===== config.mk =====
export PLATFORM = sky130hd
export DESIGN_NAME = dnn_result_unit
export DESIGN_NICKNAME = d
export VERILOG_FILES = /design/src/rtl/dnn_result_unit.sv
export SDC_FILE = /design/constraint.sdc
export NUM_CORES = 1
export LEC_CHECK = 0
export BUFFER_PORTS_ARGS = -buffer_cell sky130_fd_sc_hd__buf_2
export CAP_MARGIN = 25
export CORE_MARGIN = 2
export CORE_UTILIZATION = 52
export DETAILED_ROUTE_END_ITERATION = 8
export GPL_ROUTABILITY_DRIVEN = 0
export PLACE_DENSITY = 0.78
export SYNTH_ARGS = -nofsm -noshare
export SYNTH_HDL_FRONTEND = slang
export SYNTH_SLANG_ARGS = --single-unit

===== constraint.sdc =====
create_clock -name clk -period 5.9 [get_ports clk]
set_input_delay 1.18 -clock clk [delete_from_list [all_inputs] [get_ports clk]]
set_output_delay 1.18 -clock clk [all_outputs]
set_load 0.01 [all_outputs]

===== src/rtl/dnn_result_unit.sv =====
// Result stage: captures engine class scores on a rising eng_done, runs a
// sequential argmax scan, and offers a registered indexed readback.
module dnn_result_unit #(
  parameter int DATA_WIDTH  = 13,
  parameter int NUM_CLASSES = 10,
  parameter int IDX_W       = 4
) (
  input  logic                              clk,
  input  logic                              rst,
  input  logic                              eng_done,
  input  logic [NUM_CLASSES*DATA_WIDTH-1:0] scores_in,
  input  logic                              clear,
  input  logic [IDX_W-1:0]                  rd_idx,
  output logic signed [DATA_WIDTH-1:0]      rd_data,
  output logic                              rd_oor,
  output logic [IDX_W-1:0]                  pred_class,
  output logic signed [DATA_WIDTH-1:0]      pred_score,
  output logic                              pred_valid,
  output logic                              busy
);

  typedef enum logic [1:0] {IDLE, SCAN, DONE} state_t;

  localparam logic [IDX_W-1:0] LAST_IDX = IDX_W'(NUM_CLASSES - 1);
  localparam logic [IDX_W:0]   NUM_CLS  = (IDX_W + 1)'(NUM_CLASSES);

  state_t                              state, state_next;
  logic                                eng_done_d;
  logic                                cap;
  logic [NUM_CLASSES*DATA_WIDTH-1:0]   bank;
  logic [IDX_W-1:0]                    scan_idx;
  logic [IDX_W-1:0]                    best_idx;
  logic signed [DATA_WIDTH-1:0]        best_score;
  logic signed [DATA_WIDTH-1:0]        scan_elem;
  logic signed [DATA_WIDTH-1:0]        rd_elem;
  logic                                rd_hit;
  logic                                take;

  assign cap    = eng_done & ~eng_done_d;
  assign rd_hit = ({1'b0, rd_idx} < NUM_CLS);
  assign take   = (scan_elem > best_score);

  // Compare-based muxes keep index widths independent of NUM_CLASSES.
  always_comb begin
    scan_elem = '0;
    rd_elem   = '0;
    for (int unsigned k = 0; k < NUM_CLASSES; k++) begin
      if (scan_idx == IDX_W'(k)) scan_elem = bank[k*DATA_WIDTH +: DATA_WIDTH];
      if (rd_idx == IDX_W'(k))   rd_elem   = bank[k*DATA_WIDTH +: DATA_WIDTH];
    end
  end

  always_ff @(posedge clk or posedge rst) begin
    if (rst) state <= IDLE;
    else     state <= state_next;
  end

  always_comb begin
    state_next = state;
    if (clear)                                     state_next = IDLE;
    else if (cap)                                  state_next = SCAN;
    else if (state == SCAN && scan_idx == LAST_IDX) state_next = DONE;
  end

  always_ff @(posedge clk or posedge rst) begin
    if (rst) begin
      eng_done_d <= 1'b0;
      bank       <= '0;
      scan_idx   <= '0;
      best_idx   <= '0;
      best_score <= '0;
      pred_class <= '0;
      pred_score <= '0;
      pred_valid <= 1'b0;
      busy       <= 1'b0;
      rd_data    <= '0;
      rd_oor     <= 1'b0;
    end else begin
      eng_done_d <= eng_done;
      // Readback samples the bank as it was before this edge's capture/clear.
      rd_data    <= rd_hit ? rd_elem : '0;
      rd_oor     <= ~rd_hit;
      if (clear) begin
        bank       <= '0;
        pred_class <= '0;
        pred_score <= '0;
        pred_valid <= 1'b0;
        busy       <= 1'b0;
      end else if (cap) begin
        bank       <= scores_in;
        busy       <= 1'b1;
        pred_valid <= 1'b0;
        scan_idx   <= IDX_W'(1);
        best_idx   <= '0;
        best_score <= scores_in[DATA_WIDTH-1:0];
      end else if (state == SCAN) begin
        if (take) begin
          best_idx   <= scan_idx;
          best_score <= scan_elem;
        end
        if (scan_idx == LAST_IDX) begin
          pred_class <= take ? scan_idx : best_idx;
          pred_score <= take ? scan_elem : best_score;
          pred_valid <= 1'b1;
          busy       <= 1'b0;
        end else begin
          scan_idx <= scan_idx + 1'b1;
        end
      end
    end
  end

endmodule

# Yosys cells after proc, flatten, opt, wreduce, memory -nomap -nowiden
# Cells that the tools add are included.
# word_totals
register_bits,187
latch_bits,0
mem_bits_rw,0
mem_bits_ro,0
input_bits,138
out_inout_bits,33
word_cells,105
mem_count,0
# op_classes
addsub,1
mul,0
div_mod_pow,0
order_cmp,2
n_eq_ne,21
n_shift,0
n_mux,51
bitwise_logic,4
n_reduce_logical,14
# ops
op,n
2-to-1 mux 13 bit,28
2-to-1 mux 130 bit,2
2-to-1 mux 4 bit,10
"== test 4 x 3 -> 1 bit, second input constant",8
"== test 4 x 2 -> 1 bit, second input constant",4
"== test 4 bit, second input constant",4
> comparator 13 bit,1
nonzero test 3 bit,3
"== test 4 x 1 -> 1 bit, second input constant",2
zero test 4 bit,2
2-to-1 mux 1 bit,8
nonzero test 2 bit,4
2-to-1 mux 2 bit,3
AND reduction 3 bit,2
"adder 4 x 1 -> 4 bit, second input constant",1
"less-than comparator 4 bit, second input constant",1
"inequality test 2 bit, second input constant",2
AND reduction 2 bit,2
inverter 1 bit,3
"== test 2 x 1 -> 1 bit, second input constant",1
bitwise AND 1 bit,1
logical AND 1 bit,1

# Longest topological paths before layout
# depth
word_depth,17
depth_mapped,18

# Least setup slack after synthesis
# OpenSTA, ideal clock, no wires.
# synth_timing
kind,reg2reg
start,reg scan_idx[1]
end,reg best_score[1]
arrival_time_ps,3254
slack_ps,2520
path_stages_with_launch,15
n_path_buf,3
cell_sequence,dfrtp_1 > inv_1 > ha_1 > buf_2 > buf_2 > a21oi_2 > a22oi_1 > a32oi_1 > ha_1 > a22o_1 > o41a_1 > o21ai_2 > nor3_2 > buf_6 > a221o_1
# synth_via
elab_chain_cells,15
# synth_lines
element,line_no,rtl
start: declaration,31,logic [IDX_W-1:0] scan_idx;
start signal: assignment,107,scan_idx <= scan_idx + 1'b1;
zero test 4 bit,48,if (scan_idx == IDX_W'(k)) scan_elem = bank[k*DATA_WIDTH +: DATA_WIDTH];
2-to-1 mux 13 bit (9 in a row),48,
2-to-1 mux 13 bit *,48,
> comparator 13 bit,41,assign take = (scan_elem > best_score);
2-to-1 mux 13 bit *,97,if (take) begin
2-to-1 mux 13 bit *,96,end else if (state == SCAN) begin
2-to-1 mux 13 bit *,89,end else if (cap) begin
end signal: assignment,95,best_score <= scores_in[DATA_WIDTH-1:0];
end signal: assignment,99,best_score <= scan_elem;
end: declaration,33,logic signed [DATA_WIDTH-1:0] best_score;
# Every way passes the cells marked *; elsewhere a longest branch is shown, timed or not. The select of a mux whose other input is x is not followed.
# A chain may end at the register's enable or synchronous reset.

# Worst setup path in the final report
# layout_timing
start,reg scan_idx[0]
end,reg best_score[0]
# The elaborated chain is that of the path after synthesis.

==> results_dict.tcl <==
set metrics [dict create \
    grt_first_pass_wirelength_mm 49.2 \
    coreArea_sq_mm 0.0193 \
    start_util_pct 52.6 \
    post_cts_buffers 0 \
    status "complete, no violations" \
    postCtsHoldBufs 0 \
    p_comb_share_pct 25.3 \
    placed_cell_area_sq_mm 0.0110 \
    syn-instance-count 1178 \
    root_buffer "clkbuf_16" \
    grt_max_degree 188 \
    post-place-ws_ns 1.02 \
    layout_commonest_cell "nand2_1" \
    ys_warn_count 0 \
    htreeDepth 4 \
    hold_viol 0 \
    hpwl_mm 23.2 \
    grt_usage_pct 31.7 \
    vias_per_cell 6.23 \
    synth_enable_flop_cells 0 \
    rows 51 \
    powerDensity_mw_per_mm2 308 \
    drt_iter0_drc 1510 \
    drc_errors 0 \
    finalSetupTns_ns 0 \
    slew_violations 0 \
    max_freq_ghz 0.198 \
    ys.flop_type "dfrtp_1" \
    dieArea_sq_mm 0.0207 \
    rsz0062_at_grt "no" \
    grt.overflow.total 0 \
    seq_area_frac_synth_pct 46.0 \
    worst_setup_path_end_kind "flop" \
    detail_route.wl_per_cell_um 20.7 \
    worstSetupStartpointType "flop" \
    maxCapViolCount 0 \
    die_w_um 144 \
    nNetsFinal 1436 \
    cts_sinks 187 \
    final_area_sq_mm 0.0117 \
    multi_input_area_sq_mm 0.00497 \
    switchingPower_mw 1.22 \
    power.share.clock_pct 34.3 \
    worstPathCellList "inv_1 > ha_1 > nand4bb_1 > o22a_1 > o211ai_1 > a32oi_1 > ha_1 > nand3_1 > a211oi_1 > o41a_1 > o21ai_2 > buf_4 > nor3_2 > a221o_1" \
    syn_area_sq_mm 0.0102 \
    syn_nets 1333 \
    peakVddDrop_mv 0.199 \
    seq_power_share_pct 40.4 \
    path_delay_family "simple AND/OR/NAND/NOR gates" \
    wl_mm 32.3 \
    antenna_found_initial 1 \
    antenna_cells 0 \
    layout-drive-gt1-share_pct 18.8 \
    cts_tree "done" \
    clk_pin_slew_ns 0.07 \
    dr.pass1.iters 6 \
    async_flop_share_pct 100 \
    crit_buf_inv 2 \
    synth.distinct_cells 61 \
    final-seq-area_sq_mm 0.00468 \
    setup_viol 0 \
    crit_slowest_cell "nor3_2" \
    critical-path-max-stage-delay_ns 0.86 \
    dp_cells 1526 \
    post_cts_resized 0 \
    area_delta_synth_final_pct 14.8 \
    clk_latency_ns 0.46 \
    hold_class "flop to flop" \
    switching_share_pct 34.1 \
    syn_avg_cell_area_sq_um 8.64 \
    io_buffer_count 170 \
    fin_crit_ns 5.06 \
    max_slew_margin_pct 24.5 \
    vias 9711 \
    p_int_mw 2.37 \
    die_y_um 144 \
    final_cell_mix "nand2_1 (316), a21oi_1 (188), dfrtp_1 (187)" \
    fin_util_pct 60.4 \
    cpMostUsedCell "ha_1" \
    finalClockSkew_ns 0.0145 \
    cts_buffers 17 \
    tightest_slew_ns 1.13 \
    cts-root-to-sink-buffers 2 \
    ys_ff_latch 187 \
    finalWorstSetupSlack_ns 0.844 \
    timing.final.crit_share_pct 85.7 \
    antenna_left 0 \
    critPathArrivalTime_ns 5.44 \
    p_leak_nw 5.26 \
    final_cells 1559 \
    path_class "flop to flop" \
    grt_pass1_vias 8810 \
    num-fill-cells 1643 \
    cp_max_fo 32 \
    cp_data_required_time_ns 6.29 \
    ioPinCount 171 \
]
[registers in the layout, summed over array words and instances, names as in the netlist]
| name | cells |
|---|---|
| best_score | 13 |
| eng_done_d | 1 |
| busy | 1 |
| rd_data | 13 |
| bank | 130 |
| pred_valid | 1 |
| pred_class | 4 |
| state | 2 |
| best_idx | 4 |
| rd_oor | 1 |
| pred_score | 13 |
| scan_idx | 4 |
[worst min-delay path: stages, from the launching register on]
cell	delay (ns)
dfrtp_1	0.34
nand2_1	0.05
nand2_1	0.05
[power groups by stage]
| stage | Sequential [mW] | Combinational [mW] | Clock (mW) |
|---|---|---|---|
| global placement | 1.47 | 0.836 | 0 |
| detailed placement | 1.47 | 0.855 | 0 |
| finish | 1.45 | 0.909 | 1.23 |
| CTS | 1.45 | 0.860 | 1.24 |
| global route | 1.46 | 0.989 | 1.29 |
| floorplan | 1.43 | 0.633 | 0 |
[path summary, 6_finish.rpt]
kind	end	cells past startpoint	start	slack, ns
setup reg to reg	best_score[0]$_DFFE_PP0P_	14	scan_idx[0]$_DFFE_PP0P_	0.84
setup / recovery	best_score[0]$_DFFE_PP0P_	14	scan_idx[0]$_DFFE_PP0P_	0.84
max in group asynchronous	bank[88]$_DFFE_PP0N_	3	rst	4.19
hold / removal	pred_class[3]$_DFFE_PP0P_	2	pred_class[3]$_DFFE_PP0P_	0.47
min in group asynchronous	bank[4]$_DFFE_PP0N_	3	rst	1.02
hold reg to reg	pred_class[3]$_DFFE_PP0P_	2	pred_class[3]$_DFFE_PP0P_	0.47
[per-stage QoR]
step | power, mW | hold slack [ns]
2_1_floorplan | 2.07 | 0.457
3_3_place_gp | 2.30 | 0.451
3_5_place_dp | 2.32 | 0.460
4_1_cts | 3.54 | 0.475
5_1_grt | 3.73 | 0.495
6_report | 3.59 | 0.470
[Yosys cell counts, types with 3 or more instances]
library cell	instances	area (sq um)
a221oi_1	3	26.3
dfrtp_1	187	4680
mux2_1	3	33.8
nor3_1	8	40.0
mux2i_1	19	190
o21ai_1	10	50.1
buf_6	4	45.0
buf_1	8	30.0
nand2_1	316	1190
nor2b_1	4	25.0
nand2b_1	24	150
a32o_1	8	80.1
or3_1	7	43.8
o21ai_0	25	125
o41ai_1	3	26.3
mux4_2	9	203
o22a_1	10	87.6
o221ai_1	4	35.0
o211ai_1	22	165
a21oi_2	3	26.3
or2_1	5	31.3
a32oi_1	22	193
mux2_2	5	56.3
a22oi_1	10	75.1
o31ai_1	10	75.1
inv_1	29	109
nand3_1	34	170
a22o_1	5	43.8
nor2_1	29	109
and2_1	10	62.6
clkbuf_1	58	218
a21o_1	5	37.5
and3b_1	3	26.3
nand3b_1	4	30.0
ha_1	17	213
o22ai_1	5	31.3
a21oi_1	188	941
buf_2	25	125
a221o_1	12	120
[routing by layer]
| metal | track usage [%] | share of wire (%) |
|---|---|---|
| met1 | 44.7 | 40 |
| met2 | 47.4 | 44 |
| met3 | 6.70 | 11 |
| met4 | 13.8 | 4.6 |
| met5 | 0 | 0.037 |
[cells by family (layout without fill, tap and decap cells)]
family | after synthesis | count (layout) | share of synthesized area (%)
DFF | 187 | 187 | 46.0
and+or+nand+nor | 455 | 455 | 19.6
AOI/OAI and AO/OA | 357 | 357 | 22.3
muxes | 36 | 36 | 4.75
buffers and inverters | 126 | 242 | 5.29
adders and majority gates | 17 | 17 | 2.09
[cell type report]
type / count / area share (%)
clock buffer: 18 / 3.76
inverter: 30 / 0.996
tap: 265 / 2.84
sequential: 187 / 40.1
timing repair buffer: 180 / 8.23
multi-input combinational: 865 / 42.5
clock inverter: 14 / 1.57
(Power assumes the default switching activity.)
